<file path="src/rtl/uart_boot_pkg.sv">
// Shared constants and state encoding for the UART boot loader.
package uart_boot_pkg;

  localparam int unsigned ADR_W  = 2;
  localparam int unsigned SEL_W  = 4;
  localparam int unsigned DATA_W = 32;
  localparam int unsigned BYTE_W = 8;

  // UART controller register map (word addresses on the Wishbone port)
  localparam logic [ADR_W-1:0] REG_CTRL   = 2'd0;
  localparam logic [ADR_W-1:0] REG_STATUS = 2'd1;
  localparam logic [ADR_W-1:0] REG_RXDATA = 2'd2;
  localparam logic [ADR_W-1:0] REG_TXDATA = 2'd3;

  // Status register bit positions
  localparam int unsigned ST_TX_FULL  = 0;
  localparam int unsigned ST_TX_EMPTY = 1;
  localparam int unsigned ST_RX_FULL  = 2;
  localparam int unsigned ST_RX_EMPTY = 3;

  // Reply bytes sent back to the host
  localparam logic [BYTE_W-1:0] ACK = 8'h06;
  localparam logic [BYTE_W-1:0] NAK = 8'h15;

  // Byte selects per access type
  localparam logic [SEL_W-1:0] SEL_CTRL = 4'b1101;
  localparam logic [SEL_W-1:0] SEL_TX   = 4'b0001;
  localparam logic [SEL_W-1:0] SEL_RD   = 4'b1111;

  typedef enum logic [3:0] {
    S_IDLE     = 4'd0,
    S_CFG      = 4'd1,
    S_RX_POLL  = 4'd2,
    S_RX_READ  = 4'd3,
    S_MEM_WR   = 4'd4,
    S_TX_POLL  = 4'd5,
    S_TX_WRITE = 4'd6,
    S_DONE     = 4'd7,
    S_ERROR    = 4'd8
  } boot_state_e;

endpackage

</file>
<file path="src/rtl/uart_wb_master.sv">
// Single-outstanding Wishbone master: one access per start pulse, done pulses
// the cycle after ack with the captured read data.
module uart_wb_master
  import uart_boot_pkg::*;
(
  input  logic              clk_i,
  input  logic              rst_ni,
  input  logic              start_i,
  input  logic              we_i,
  input  logic [ADR_W-1:0]  adr_i,
  input  logic [SEL_W-1:0]  sel_i,
  input  logic [DATA_W-1:0] wdata_i,
  output logic              done_o,
  output logic [DATA_W-1:0] rdata_o,
  output logic              wb_cyc_o,
  output logic              wb_stb_o,
  output logic              wb_we_o,
  output logic [ADR_W-1:0]  wb_adr_o,
  output logic [SEL_W-1:0]  wb_sel_o,
  output logic [DATA_W-1:0] wb_dat_o,
  input  logic [DATA_W-1:0] wb_dat_i,
  input  logic              wb_ack_i
);

  logic              act_q, act_d;
  logic              we_q, we_d;
  logic [ADR_W-1:0]  adr_q, adr_d;
  logic [SEL_W-1:0]  sel_q, sel_d;
  logic [DATA_W-1:0] dat_q, dat_d;
  logic              done_q, done_d;
  logic [DATA_W-1:0] rdata_q, rdata_d;

  // Launch on start when idle; retire on ack, dropping cyc/stb at the next edge
  always_comb begin
    act_d   = act_q;
    we_d    = we_q;
    adr_d   = adr_q;
    sel_d   = sel_q;
    dat_d   = dat_q;
    done_d  = 1'b0;
    rdata_d = rdata_q;
    if (!act_q) begin
      if (start_i) begin
        act_d = 1'b1;
        we_d  = we_i;
        adr_d = adr_i;
        sel_d = sel_i;
        dat_d = wdata_i;
      end
    end else if (wb_ack_i) begin
      act_d   = 1'b0;
      we_d    = 1'b0;
      done_d  = 1'b1;
      rdata_d = wb_dat_i;
    end
  end

  // Registers with synchronous reset; an in-flight access is abandoned
  always_ff @(posedge clk_i) begin
    if (!rst_ni) begin
      act_q   <= 1'b0;
      we_q    <= 1'b0;
      adr_q   <= '0;
      sel_q   <= '0;
      dat_q   <= '0;
      done_q  <= 1'b0;
      rdata_q <= '0;
    end else begin
      act_q   <= act_d;
      we_q    <= we_d;
      adr_q   <= adr_d;
      sel_q   <= sel_d;
      dat_q   <= dat_d;
      done_q  <= done_d;
      rdata_q <= rdata_d;
    end
  end

  assign wb_cyc_o = act_q;
  assign wb_stb_o = act_q;
  assign wb_we_o  = we_q;
  assign wb_adr_o = adr_q;
  assign wb_sel_o = sel_q;
  assign wb_dat_o = dat_q;
  assign done_o   = done_q;
  assign rdata_o  = rdata_q;

endmodule

</file>
<file path="src/rtl/uart_boot_loader.sv">
// Boot-time image downloader: configures the UART, receives a word-count
// header and payload words, writes them to instruction memory, replies
// ACK/NAK and then releases the core from reset.
module uart_boot_loader
  import uart_boot_pkg::*;
#(
  parameter logic [15:0] BAUD_DIV  = 16'd868,
  parameter logic [31:0] BASE_ADDR = 32'h0000_0000,
  parameter int unsigned MAX_WORDS = 4096
) (
  input  logic              clk_i,
  input  logic              rst_ni,
  input  logic              boot_en_i,
  output logic              wb_cyc_o,
  output logic              wb_stb_o,
  output logic              wb_we_o,
  output logic [ADR_W-1:0]  wb_adr_o,
  output logic [SEL_W-1:0]  wb_sel_o,
  output logic [DATA_W-1:0] wb_dat_o,
  input  logic [DATA_W-1:0] wb_dat_i,
  input  logic              wb_ack_i,
  output logic              mem_req_o,
  output logic [31:0]       mem_adr_o,
  output logic [31:0]       mem_dat_o,
  input  logic              mem_gnt_i,
  output logic              busy_o,
  output logic              done_o,
  output logic              error_o,
  output logic              core_rst_no
);

  boot_state_e       state_q, state_d;
  logic              pend_q, pend_d;
  logic [1:0]        byte_cnt_q, byte_cnt_d;
  logic [31:0]       word_q, word_d;
  logic              hdr_q, hdr_d;
  logic [31:0]       n_q, n_d;
  logic [31:0]       word_cnt_q, word_cnt_d;
  logic [7:0]        reply_q, reply_d;
  logic              mem_req_q, mem_req_d;
  logic [31:0]       mem_adr_q, mem_adr_d;
  logic [31:0]       mem_dat_q, mem_dat_d;
  logic              busy_q, busy_d;
  logic              done_q, done_d;
  logic              error_q, error_d;
  logic              core_rst_n_q, core_rst_n_d;

  logic              bus_start_c, bus_we_c, bus_done, accept_c, bus_state_c;
  logic [ADR_W-1:0]  bus_adr_c;
  logic [SEL_W-1:0]  bus_sel_c;
  logic [DATA_W-1:0] bus_wdata_c, bus_rdata;
  logic [31:0]       full_word_c, wc_inc_c;
  logic              unused_rdata_c;

  uart_wb_master u_wb_master (
    .clk_i    (clk_i),
    .rst_ni   (rst_ni),
    .start_i  (bus_start_c),
    .we_i     (bus_we_c),
    .adr_i    (bus_adr_c),
    .sel_i    (bus_sel_c),
    .wdata_i  (bus_wdata_c),
    .done_o   (bus_done),
    .rdata_o  (bus_rdata),
    .wb_cyc_o (wb_cyc_o),
    .wb_stb_o (wb_stb_o),
    .wb_we_o  (wb_we_o),
    .wb_adr_o (wb_adr_o),
    .wb_sel_o (wb_sel_o),
    .wb_dat_o (wb_dat_o),
    .wb_dat_i (wb_dat_i),
    .wb_ack_i (wb_ack_i)
  );

  // Only the low byte and the status flags of read data are meaningful
  assign unused_rdata_c = ^bus_rdata[31:8];

  // Next-state, bus sequencing and datapath updates
  always_comb begin
    state_d      = state_q;
    pend_d       = pend_q;
    byte_cnt_d   = byte_cnt_q;
    word_d       = word_q;
    hdr_d        = hdr_q;
    n_d          = n_q;
    word_cnt_d   = word_cnt_q;
    reply_d      = reply_q;
    mem_req_d    = mem_req_q;
    mem_adr_d    = mem_adr_q;
    mem_dat_d    = mem_dat_q;
    error_d      = error_q;
    bus_start_c  = 1'b0;
    bus_we_c     = 1'b0;
    bus_adr_c    = REG_STATUS;
    bus_sel_c    = SEL_RD;
    bus_wdata_c  = '0;
    full_word_c  = {bus_rdata[7:0], word_q[23:0]};
    wc_inc_c     = word_cnt_q + 32'd1;
    bus_state_c  = state_q inside {S_CFG, S_RX_POLL, S_RX_READ, S_TX_POLL, S_TX_WRITE};

    // Issue one access per visit; the result is consumed when done pulses
    if (bus_state_c && !pend_q) begin
      bus_start_c = 1'b1;
      pend_d      = 1'b1;
    end
    accept_c = pend_q & bus_done;
    if (accept_c) pend_d = 1'b0;

    case (state_q)
      S_IDLE: begin
        if (boot_en_i) begin
          state_d    = S_CFG;
          hdr_d      = 1'b1;
          byte_cnt_d = 2'd0;
          word_cnt_d = '0;
          n_d        = '0;
          word_d     = '0;
        end else begin
          state_d = S_DONE;
        end
      end
      S_CFG: begin
        bus_we_c    = 1'b1;
        bus_adr_c   = REG_CTRL;
        bus_sel_c   = SEL_CTRL;
        bus_wdata_c = {BAUD_DIV, 14'b0, 1'b1, 1'b1};
        if (accept_c) state_d = S_RX_POLL;
      end
      S_RX_POLL: begin
        if (accept_c && !bus_rdata[ST_RX_EMPTY]) state_d = S_RX_READ;
      end
      S_RX_READ: begin
        bus_adr_c = REG_RXDATA;
        if (accept_c) begin
          byte_cnt_d = byte_cnt_q + 2'd1;
          word_d[{byte_cnt_q, 3'b000} +: 8] = bus_rdata[7:0];
          state_d = S_RX_POLL;
          if (byte_cnt_q == 2'd3) begin
            if (hdr_q) begin
              if (full_word_c == 32'd0) begin
                state_d = S_TX_POLL;
                reply_d = ACK;
              end else if (full_word_c > 32'(MAX_WORDS)) begin
                state_d = S_TX_POLL;
                reply_d = NAK;
                error_d = 1'b1;
              end else begin
                n_d        = full_word_c;
                hdr_d      = 1'b0;
                word_cnt_d = '0;
              end
            end else begin
              state_d   = S_MEM_WR;
              mem_req_d = 1'b1;
              mem_adr_d = BASE_ADDR + {word_cnt_q[29:0], 2'b00};
              mem_dat_d = full_word_c;
            end
          end
        end
      end
      S_MEM_WR: begin
        if (mem_gnt_i) begin
          mem_req_d  = 1'b0;
          word_cnt_d = wc_inc_c;
          if (wc_inc_c == n_q) begin
            state_d = S_TX_POLL;
            reply_d = ACK;
          end else begin
            state_d = S_RX_POLL;
          end
        end
      end
      S_TX_POLL: begin
        if (accept_c && !bus_rdata[ST_TX_FULL]) state_d = S_TX_WRITE;
      end
      S_TX_WRITE: begin
        bus_we_c    = 1'b1;
        bus_adr_c   = REG_TXDATA;
        bus_sel_c   = SEL_TX;
        bus_wdata_c = {24'b0, reply_q};
        if (accept_c) state_d = error_q ? S_ERROR : S_DONE;
      end
      default: ;
    endcase

    busy_d       = state_d inside {S_CFG, S_RX_POLL, S_RX_READ, S_MEM_WR, S_TX_POLL, S_TX_WRITE};
    done_d       = (state_d == S_DONE);
    core_rst_n_d = (state_d == S_DONE);
  end

  // State and output registers with synchronous active-low reset
  always_ff @(posedge clk_i) begin
    if (!rst_ni) begin
      state_q      <= S_IDLE;
      pend_q       <= 1'b0;
      byte_cnt_q   <= 2'd0;
      word_q       <= '0;
      hdr_q        <= 1'b0;
      n_q          <= '0;
      word_cnt_q   <= '0;
      reply_q      <= '0;
      mem_req_q    <= 1'b0;
      mem_adr_q    <= '0;
      mem_dat_q    <= '0;
      busy_q       <= 1'b0;
      done_q       <= 1'b0;
      error_q      <= 1'b0;
      core_rst_n_q <= 1'b0;
    end else begin
      state_q      <= state_d;
      pend_q       <= pend_d;
      byte_cnt_q   <= byte_cnt_d;
      word_q       <= word_d;
      hdr_q        <= hdr_d;
      n_q          <= n_d;
      word_cnt_q   <= word_cnt_d;
      reply_q      <= reply_d;
      mem_req_q    <= mem_req_d;
      mem_adr_q    <= mem_adr_d;
      mem_dat_q    <= mem_dat_d;
      busy_q       <= busy_d;
      done_q       <= done_d;
      error_q      <= error_d;
      core_rst_n_q <= core_rst_n_d;
    end
  end

  assign mem_req_o   = mem_req_q;
  assign mem_adr_o   = mem_adr_q;
  assign mem_dat_o   = mem_dat_q;
  assign busy_o      = busy_q;
  assign done_o      = done_q;
  assign error_o     = error_q;
  assign core_rst_no = core_rst_n_q;

endmodule

</file>
<file path="config.mk">
export PLATFORM = sky130hd
export DESIGN_NAME = uart_boot_loader
export DESIGN_NICKNAME = d
export VERILOG_FILES = /design/src/rtl/uart_boot_pkg.sv /design/src/rtl/uart_wb_master.sv /design/src/rtl/uart_boot_loader.sv
export SDC_FILE = /design/constraint.sdc
export NUM_CORES = 1
export LEC_CHECK = 0
export BUFFER_PORTS_ARGS = -buffer_cell sky130_fd_sc_hd__buf_2
export CORE_UTILIZATION = 53
export CTS_BUF_LIST = sky130_fd_sc_hd__clkbuf_2 sky130_fd_sc_hd__clkbuf_4 sky130_fd_sc_hd__clkbuf_8
export DETAILED_ROUTE_END_ITERATION = 16
export PLACE_DENSITY = 0.86
export SLEW_MARGIN = 0
export SYNTH_ARGS = -nofsm -noshare
export SYNTH_HDL_FRONTEND = slang
export SYNTH_SLANG_ARGS = --single-unit
</file>
<file path="constraint.sdc">
create_clock -name clk_i -period 2.8 [get_ports clk_i]
set_input_delay 0.14 -clock clk_i [delete_from_list [all_inputs] [get_ports clk_i]]
set_output_delay 0.14 -clock clk_i [all_outputs]
set_load 0.02 [all_outputs]
</file>
# Yosys cells after proc, flatten, opt, wreduce, memory -nomap -nowiden
# Cells that the tools add are included.
# W data, S select, Z words.
classes:
  addsub: 3
  n_mul: 0
  div: 0
  n_lt_le_gt_ge: 1
  n_eq_ne: 26
  shifts: 2
  n_mux: 66
  n_bitwise: 5
  n_reduce_logical: 28
ops:
  columns: ["operator", "count"]
  rows:
  - ["$mux W32", 13]
  - ["$pmux W32 S2", 2]
  - ["$pmux W32 S3", 1]
  - ["$mux W8", 7]
  - ["$pmux W26 S2", 1]
  - ["$mux W4", 9]
  - ["$add A32 B1 Y32 const B", 1]
  - ["$bwmux W32", 1]
  - ["$eq A32 B32 Y1", 1]
  - ["$gt A32 B13 Y1 const B", 1]
  - ["$logic_not A32 Y1", 1]
  - ["$shift A8 B7 Y32 const A", 1]
  - ["$shiftx A8 B7 Y32", 1]
  - ["$eq A4 B3 Y1 const B", 7]
  - ["$pmux W4 S7", 1]
  - ["$mux W1", 19]
  - ["$ne A2 B2 Y1 const B", 9]
  - ["$eq A4 B2 Y1 const B", 4]
  - ["$pmux W8 S2", 1]
  - ["$reduce_and A7 Y1", 2]
  - ["$mux W3", 4]
  - ["$eq A4 B1 Y1 const B", 2]
  - ["$pmux W4 S2", 1]
  - ["$reduce_and A2 Y1", 4]
  - ["other kinds (24)", 37]
word_totals:
  regBits: 227
  latch_bits: 0
  ramBits: 0
  rom_bits: 0
  inputBits: 37
  output_inout_bits: 110
  word_cells: 152
  memories: 0

# Logic depth before layout (Yosys ltp)
# Gate-level depths: netlist of run 1.
logic_depth:
  ltp_word: 9
  mapped_depth: 11
  ltp_nobuf: 9

# Cells and area by module
# A second synthesis of run 1 with hierarchy kept.
unflattened:
  hier_cells: 1298
  hier_area_um2: 10515.1
modules_own_cells:
  columns: ["mod", "n_inst", "cells_each", "area_per_inst_um2", "seq_area_each_um2"]
  rows:
  - ["uart_boot_loader", 1, 980, 7729.9, 3303.2]
  - ["uart_wb_master", 1, 318, 2785.2, 1461.4]

# Worst setup path after synthesis of run 1
# Ideal clock, no wire load.
synth_path:
  path_kind: "reg2reg"
  startpoint: "register word_cnt_q[0]"
  endpoint: "register reply_q[1]"
  setup_ns: 0.088
  t_arrival_ns: 2.980
  t_required_ns: 2.712
  slack_ns: -0.269
  stages_incl_launch_ff: 11
  n_path_buf: 1
  synth_period_minus_slack_ns: 3.069
  cell_sequence: "dfxtp_1 > ha_1 > nand3_1 > or3_4 > buf_6 > or4_4 > xnor2_2 > nand4_2 > nor4_4 > nand3_2 > a311oi_2"
synth_via:
  elab_chain_len: 4
synth_rtl:
  columns: ["item", "line", "source"]
  rows:
  - ["start, declared", "uart_boot_loader.sv:38", "logic [31:0] word_cnt_q, word_cnt_d;"]
  - ["start signal, assigned", "uart_boot_loader.sv:216", "word_cnt_q <= word_cnt_d;"]
  - ["$add A32 B1 Y32", "uart_boot_loader.sv:98", "wc_inc_c = word_cnt_q + 32'd1;"]
  - ["$eq A32 B32 Y1", "uart_boot_loader.sv:165", "if (wc_inc_c == n_q) begin"]
  - ["$ne A2 B2 Y1 (no line)", null, null]
  - ["$reduce_and A7 Y1 (no line)", null, null]
  - ["end signal, assigned", "uart_boot_loader.sv:217", "reply_q <= reply_d;"]
  - ["end, declared", "uart_boot_loader.sv:39", "logic [7:0] reply_q, reply_d;"]
# Every way passes these cells.
# A chain may end at the register's enable or synchronous reset.

# Final worst setup path of run 1
layout_path:
  startpoint: "register word_cnt_q[7]"
  endpoint: "register reply_q[1]"
# Same word-level chain as after synthesis.

==> metrics.md, run 1 <==
| Metric | Value |
|---|---|
| Met3 usage | 5.45% |
| RD Place Congestion | 0.945 |
| Fmax | 348 MHz |
| Worst EP required | 3190 ps |
| P_int | 3.73 mW |
| Grt met1 use | 35.1% |
| Setup crit end kind | flip-flop |
| Max-Cap Viols | 0 |
| DR vias/cell | 5.85 |
| Critical Path AT | 3270 ps |
| Design Area, Final | 10600 um^2 |
| Pwr/cell area | 520 nW/um^2 |
| Chip width | 130 um |
| Layout cell share with drive strength beyond 1 | 23.3% |
| I/O Pins | 147 |
| Clock latency on the worst-skew pair | 490 ps |
| First-pass GRT wire length | 37900 um |
| Filler cells | 1290 |
| Nets@finish | 1303 |
| FP Rows | 46 |
| Die Y | 130 um |
| DIE AREA | 16900 um^2 |
| Clock period minus worst slack | 2870 ps |
| GRT Util Overall | 28.5% |
| Worst-path fanout max | 5 |
| Wirelength, routed | 24100 um |
| Via count | 8723 |
| Status | complete, but fails checks |
| Worst VDD drop | 447 uV |
| Starting Density | 54.6% |
| Global route overflow | 0 |
| Gr busiest metal | met2 |
| Buffers on Ports | 97 |
| Combinational share of power | 16.3% |
| Number of global-route vias before repair | 7848 |
| H-tree Lvls | 4 |
| Switching Fraction | 32.3% |
| Area after DPL | 9880 um^2 |
| Syn Area/Cell | 7.85 um^2 |
| DR iter-0 viols | 878 |
| #FFs+latches synth | 186 |
| Final WS setup | -74.9 ps |
| Synth cell types | 71 |
| Power share of the sequential group | 50.5% |
| Post-synth EDFFs | 0 |
| Clock power share | 33.2% |
| Leak | 4.23 nW |
| P_sw | 1.78 mW |
| Register area share after synthesis | 42.8% |
| Clock Root Buffer | clkbuf_8 |
| Mapped Area | 8710 um^2 |
| Syn-to-layout area delta | 21.6% |
| Clock buffer depth | 2 |
| Violations in the final reports | setup timing |
| Initial antenna violation count | 1 |
| Most frequent cells in the layout | nand2_1, dfxtp_1, a21oi_1, buf_4, buf_2 |
| Setup violators final | 4 |
| Core area | 15900 um^2 |
| Final period util | 103% |
| Slew @ Worst Pin | 702 ps |
| Hpwl dp | 16000 um |
| Synth Warn # | 0 |
| CTS buffer count | 17 |
| Sink Count | 186 |
| Smallest hold slack | 34.4 ps |
| Clock-pin transition on the worst setup and hold timing paths | 100 ps |
| Unrepaired setup endpoints after global routing | true |
| Routed len/inst | 16.2 um |
| DRC Markers | 0 |
| Type of the worst setup path | flip-flop to flip-flop |
| M2 GR Usage | 48.3% |
| Worst Skew | 17.7 ps |
| Slew Viols, Final | 0 |
| Fraction of registers with async set/reset | 0% |
| DRT Pass-1 Iters | 6 |
| Hold crit path type | input pin to flip-flop |
| CP startpoint kind | flip-flop |
| Cells after Synth | 1110 |
| Final hold vios | 0 |
| Max_slew headroom | 53.0% |
| Most common cell after layout, fill and taps aside | nand2_1 |
| Ys flop type | dfxtp_1 |
| Largest net degree at the start of global routing | 73 |
| CTS tree | yes |
| Antenna-violating nets left | 0 |
[path summary, 6_finish.rpt]
check | endpoint | depth (start not counted) | startpoint | slack [ps]
worst min register to register | mem_adr_o[18] | 2 | mem_adr_o[18] | 450
worst max register to register | reply_q[1] | 10 | word_cnt_q[7] | -70
worst max-delay path | reply_q[1] | 10 | word_cnt_q[7] | -70
worst min-delay path | state_q[2] | 3 | mem_gnt_i | 30
[synth_stat cells, types with 10 or more instances]
library cell  count  area share, %
nor2_1           68            2.9
inv_1            13           0.56
dfxtp_1         186             43
nand2_1         216            9.3
a21oi_1         137            7.9
and3_1           30            2.2
clkbuf_1         69            3.0
nand3_1          34            2.0
xor2_1           13            1.3
a22oi_1          16            1.4
nor3_1           22            1.3
xnor2_1          25            2.5
or3_1            10           0.72
a31oi_1          13           0.93
nor4_1           21            1.5
o21ai_0          47            2.7
or4_1            10           0.86
nand4_1          25            1.8
buf_4            34            2.9
[flip-flops by register name, summed over array words and instances (netlist names), 2 cells and up]
name / cells
byte_cnt_q: 2
reply_q: 3
mem_adr_o: 30
word_q: 24
word_cnt_q: 32
mem_dat_o: 32
state_q: 4
u_wb_master.rdata_o: 8
u_wb_master.wb_dat_o: 5
u_wb_master.wb_sel_o: 3
n_q: 32
u_wb_master.wb_adr_o: 2
[through the flow]
stage | instances | utilization [%] | setup TNS [ps] | setup slack [ps] | power [mW]
final | 1491 | 66.4 | -180 | -74.9 | 5.51
after global routing | 1491 | 66.4 | -879 | -221 | 5.70
after CTS | 1486 | 65.4 | 0 | 34.8 | 5.47
after detailed placement | 1441 | 62.0 | -154 | -77.3 | 3.67
after global placement | 1441 | 62.0 | -4.15 | -4.15 | 3.65
after floorplan | 1134 | - | 0 | 15.1 | 3.41
[what timing repair did]
action	4_1_cts	5_1_grt
endpoints found under the setup margin	5	21
setup buffers	3	4
pin swaps	5	11
gates resized for setup	9	33
endpoints found under the hold margin	10	0
hold buffers	10	0
[power by group through the flow]
stage,clock network (mW),logic (mW),registers (mW)
6_report,1.83,0.895,2.78
5_1_grt,1.94,0.967,2.79
2_1_floorplan,0,0.549,2.87
3_3_place_gp,0,0.815,2.84
4_1_cts,1.84,0.852,2.78
3_5_place_dp,0,0.834,2.84
[critical path, cell delays in order, from the launching register on]
cell	delay (ps)
dfxtp_2	370
nand4_4	160
buf_4	190
nor4_1	470
buf_4	210
nand3_1	70
o21ai_2	90
or4b_4	490
nor4_4	370
nand3_2	160
a311oi_2	210
[final cells by class]
| cell class | count | area, um^2 | share of cell area, % |
|---|---|---|---|
| antenna | 1 | 2.50 | 0.0236 |
| clock buffer | 19 | 262 | 2.47 |
| clock inverter | 13 | 145 | 1.37 |
| inverter | 14 | 55.1 | 0.520 |
| multi-input combinational | 822 | 4620 | 43.6 |
| sequential | 186 | 3740 | 35.3 |
| tap | 216 | 270 | 2.55 |
| timing repair buffer | 220 | 1490 | 14.1 |
[routing by layer]
layer	vias up	share of wire (%)
met1	4084	41
met5	-	0
met2	427	48
met4	0	3.0
li1	4143	-
met3	69	8.1
[kinds of logic (layout without fill, tap and decap cells)]
| logic type | count (synthesis) | in the layout | share of synthesized area (%) |
|---|---|---|---|
| AOI/OAI and AO/OA | 257 | 257 | 17.0 |
| xor gates and xnor gates | 39 | 39 | 4.01 |
| adders and majority gates | 5 | 5 | 0.718 |
| buffers and inverters | 126 | 266 | 7.13 |
| DFF | 186 | 186 | 42.8 |
| muxes | 5 | 5 | 0.618 |
| other | 1 | 26 | 0.0431 |
| and+or+nand+nor | 491 | 491 | 27.7 |
Note: power is estimated with default switching activity, not from simulation.
==> inputs of run 2 (changes only) <==
- CORE_UTILIZATION: 53 -> 60
- PLACE_DENSITY: 0.86 -> default
- PLACE_DENSITY_LB_ADDON: default -> 0.12
- clock period: 2.8 -> 3.5 ns (I/O delays scaled with it)
==> run 2 against run 1 <==
Compared with the run above:
- the run now ends clean
- die area shrank 11%
- critical path type unchanged
- highest routed layer unchanged
- first-iteration DRC count shrank 26%
- design area shrank 7.9%
- via count shrank 6.8%
- clock-buffer cell count shrank 1
- flip-flop and latch count is the same
- register-to-register slack gained 260 ps
- largest power group unchanged
==> metrics.md, run 2 (synthesized netlist as in run 1, its figures left out) <==
| Metric | Value |
|---|---|
| DIE AREA | 15000 um^2 (was 16900 um^2) |
| Setup crit end kind | flip-flop (unchanged) |
| Largest net degree at the start of global routing | 76 (was 73) |
| Placed cell count | 1334 (was 1441) |
| Leak | 3.78 nW (was 4.23 nW) |
| Worst reg2reg path depth | 9 (was 10) |
| Via count | 8133 (was 8723) |
| Sequence of cells on the critical path | ha_1, nand3_1, nor4_1, nand3_1, xnor2_1, or4b_2, nor4_4, nand3_2, a311oi_2 (was nand4_4, buf_4, nor4_1, buf_4, nand3_1, o21ai_2, or4b_4, nor4_4, nand3_2, a311oi_2) |
| Core area | 14000 um^2 (was 15900 um^2) |
| WP buf/inv | 0 (was 2) |
| Clock-pin transition on the worst setup and hold timing paths | 100 ps (about the same) |
| Chip width | 122 um (was 130 um) |
| Routed len/inst | 15.7 um (was 16.2 um) |
| CTS resizes | 0 (was 9) |
| Initial antenna violation count | 0 (was 1) |
| Buffers on Ports | 97 (unchanged) |
| Delay-heaviest family, CP | simple AND/OR/NAND/NOR gates (unchanged) |
| DR vias/cell | 5.92 (was 5.85) |
| Worst-path fanout max | 7 (was 5) |
| Type of the worst setup path | flip-flop to flip-flop (unchanged) |
| Starting Density | 62.0% (was 54.6%) |
| Max-Cap Viols | 0 (unchanged) |
| Worst Skew | 14.9 ps (was 17.7 ps) |
| Final std cells w/o fill | 1374 (was 1491) |
| Antenna-violating nets left | 0 (unchanged) |
| GRT Util Overall | 29.5% (was 28.5%) |
| Antenna diodes | 0 (was 1) |
| Clock Root Buffer | clkbuf_8 (unchanged) |
| CTS tree | yes (unchanged) |
| CTS buffer count | 17 (unchanged) |
| Number of global-route vias before repair | 7024 (was 7848) |
| Sink Count | 186 (unchanged) |
| I/O Pins | 147 (unchanged) |
| Unrepaired setup endpoints after global routing | false (was true) |
| Met2 wire length | 10300 um (was 11600 um) |
| Setup_tns | 0 ps (was -180 ps) |
| RD Place Congestion | 0.916 (was 0.945) |
| Highest routed layer | met4 (unchanged) |
| Wl on met1 | 9710 um (was 9820 um) |
| Critical Path AT | 3710 ps (was 3270 ps) |
| First-pass GRT wire length | 34900 um (was 37900 um) |
| Critical path depth | 9 (was 10) |
| Smallest hold slack | 116 ps (was 34.4 ps) |
| Multi-input logic area | 4470 um^2 (was 4620 um^2) |
| Worst path slowest cell | or4b_2 (was or4b_4) |
| Pwr/cell area | 448 nW/um^2 (was 520 nW/um^2) |
| Critical Path Max Stage Delay | 720 ps (was 490 ps) |
| WL met3 | 1170 um (was 1950 um) |
| CP startpoint kind | flip-flop (unchanged) |
| Fmax | 301 MHz (was 348 MHz) |
| Pre-CTS setup slack | 236 ps (was -77.3 ps) |
| Worst VDD drop | 444 uV (was 447 uV) |
| Setup violators final | 0 (was 4) |
| DRT Pass-1 Iters | 6 (unchanged) |
| Most frequent cells in the layout | nand2_1, dfxtp_1, a21oi_1, buf_2, nor2_1 (was nand2_1, dfxtp_1, a21oi_1, buf_4, buf_2) |
| Reg area | 3720 um^2 (was 3740 um^2) |
| Clock period minus worst slack | 3320 ps (was 2870 ps) |
| Final WS setup | 182 ps (was -74.9 ps) |
| Worst EP required | 3890 ps (was 3190 ps) |
| Nets@finish | 1225 (was 1303) |
| Filler cells | 1231 (was 1290) |
| Final hold vios | 0 (unchanged) |
| Clock latency on the worst-skew pair | 470 ps (was 490 ps) |
| Slew @ Worst Pin | 1250 ps (was 702 ps) |
| Hold crit path type | input pin to flip-flop (unchanged) |
| Max_slew headroom | 16.0% (was 53.0%) |
| Hpwl dp | 14400 um (was 16000 um) |
| H-tree Lvls | 4 (unchanged) |
| Final period util | 94.8% (was 103%) |
| FP Rows | 43 (was 46) |
| CP most frequent cell | nand3_1 (was buf_4) |
| Post-layout util | 69.5% (was 66.4%) |
| Worst Hold Depth | 3 (unchanged) |
| Die Y | 122 um (was 130 um) |
| Status | completed (was complete, but fails checks) |
| Syn-to-layout area delta | 12.0% (was 21.6%) |
| Power after layout | 4.37 mW (was 5.51 mW) |
| Slew Viols, Final | 0 (unchanged) |
| Design Area, Final | 9750 um^2 (was 10600 um^2) |
| Layout cell share with drive strength beyond 1 | 15.9% (was 23.3%) |
| Most common cell after layout, fill and taps aside | nand2_1 (unchanged) |
| DRC Markers | 0 (unchanged) |
| Global route overflow | 0 (unchanged) |
| DR iter-0 viols | 648 (was 878) |
| Area after DPL | 9240 um^2 (was 9880 um^2) |
| Wirelength, routed | 21600 um (was 24100 um) |
| Clock buffer depth | 2 (unchanged) |
==> run 2: cell types whose count changed in the layout (fill, tap and decap cells not counted), sizes merged <==
cell	previous run	this run
bufinv	0	3
inv	23	17
clkbuf	19	18
diode	1	0
clkinv	4	6
buf	210	132
==> run 2: repair_timing <==
item                      in CTS  in global routing
hold endpoints to repair      10                  0
setup buffers                  0                  0
hold buffers                  10                  0
==> run 2: worst min-delay path: stages <==
cell	delay (ps)
buf_2	110
a21boi_0	170
a21oi_1	80
==> run 2: area by class of cell <==
class,instances,area share (%)
well taps,180,2.31
inverters,14,0.564
flip-flops and latches,186,38.2
clock buffers,18,2.54
multi-input cells,822,45.9
clock inverters,12,1.73
repair buffers,142,8.83
==> run 2: worst paths after layout <==
kind / start / endpoint / slack (ps)
setup / recovery: word_cnt_q[0] / reply_q[1] / 180
hold / removal: mem_gnt_i / state_q[2] / 120
setup reg to reg: word_cnt_q[0] / reply_q[1] / 180
hold reg to reg: mem_adr_o[11] / mem_adr_o[11] / 450
==> run 2: metal layers <==
| metal | vias to the layer above | global-route usage [%] |
|---|---|---|
| li1 | 3984 | - |
| met1 | 3852 | 39.6 |
| met2 | 264 | 48.0 |
| met3 | 33 | 5.81 |
| met4 | 0 | 8.46 |
| met5 | - | 0 |
==> run 2: where the power goes <==
part | switching, mW | total, mW | internal (mW) | leakage (nW)
Sequential | 0.0580 | 2.22 | 2.17 | 1.50
Combinational | 0.450 | 0.640 | 0.190 | 2.07
Clock | 0.779 | 1.51 | 0.731 | 0.212
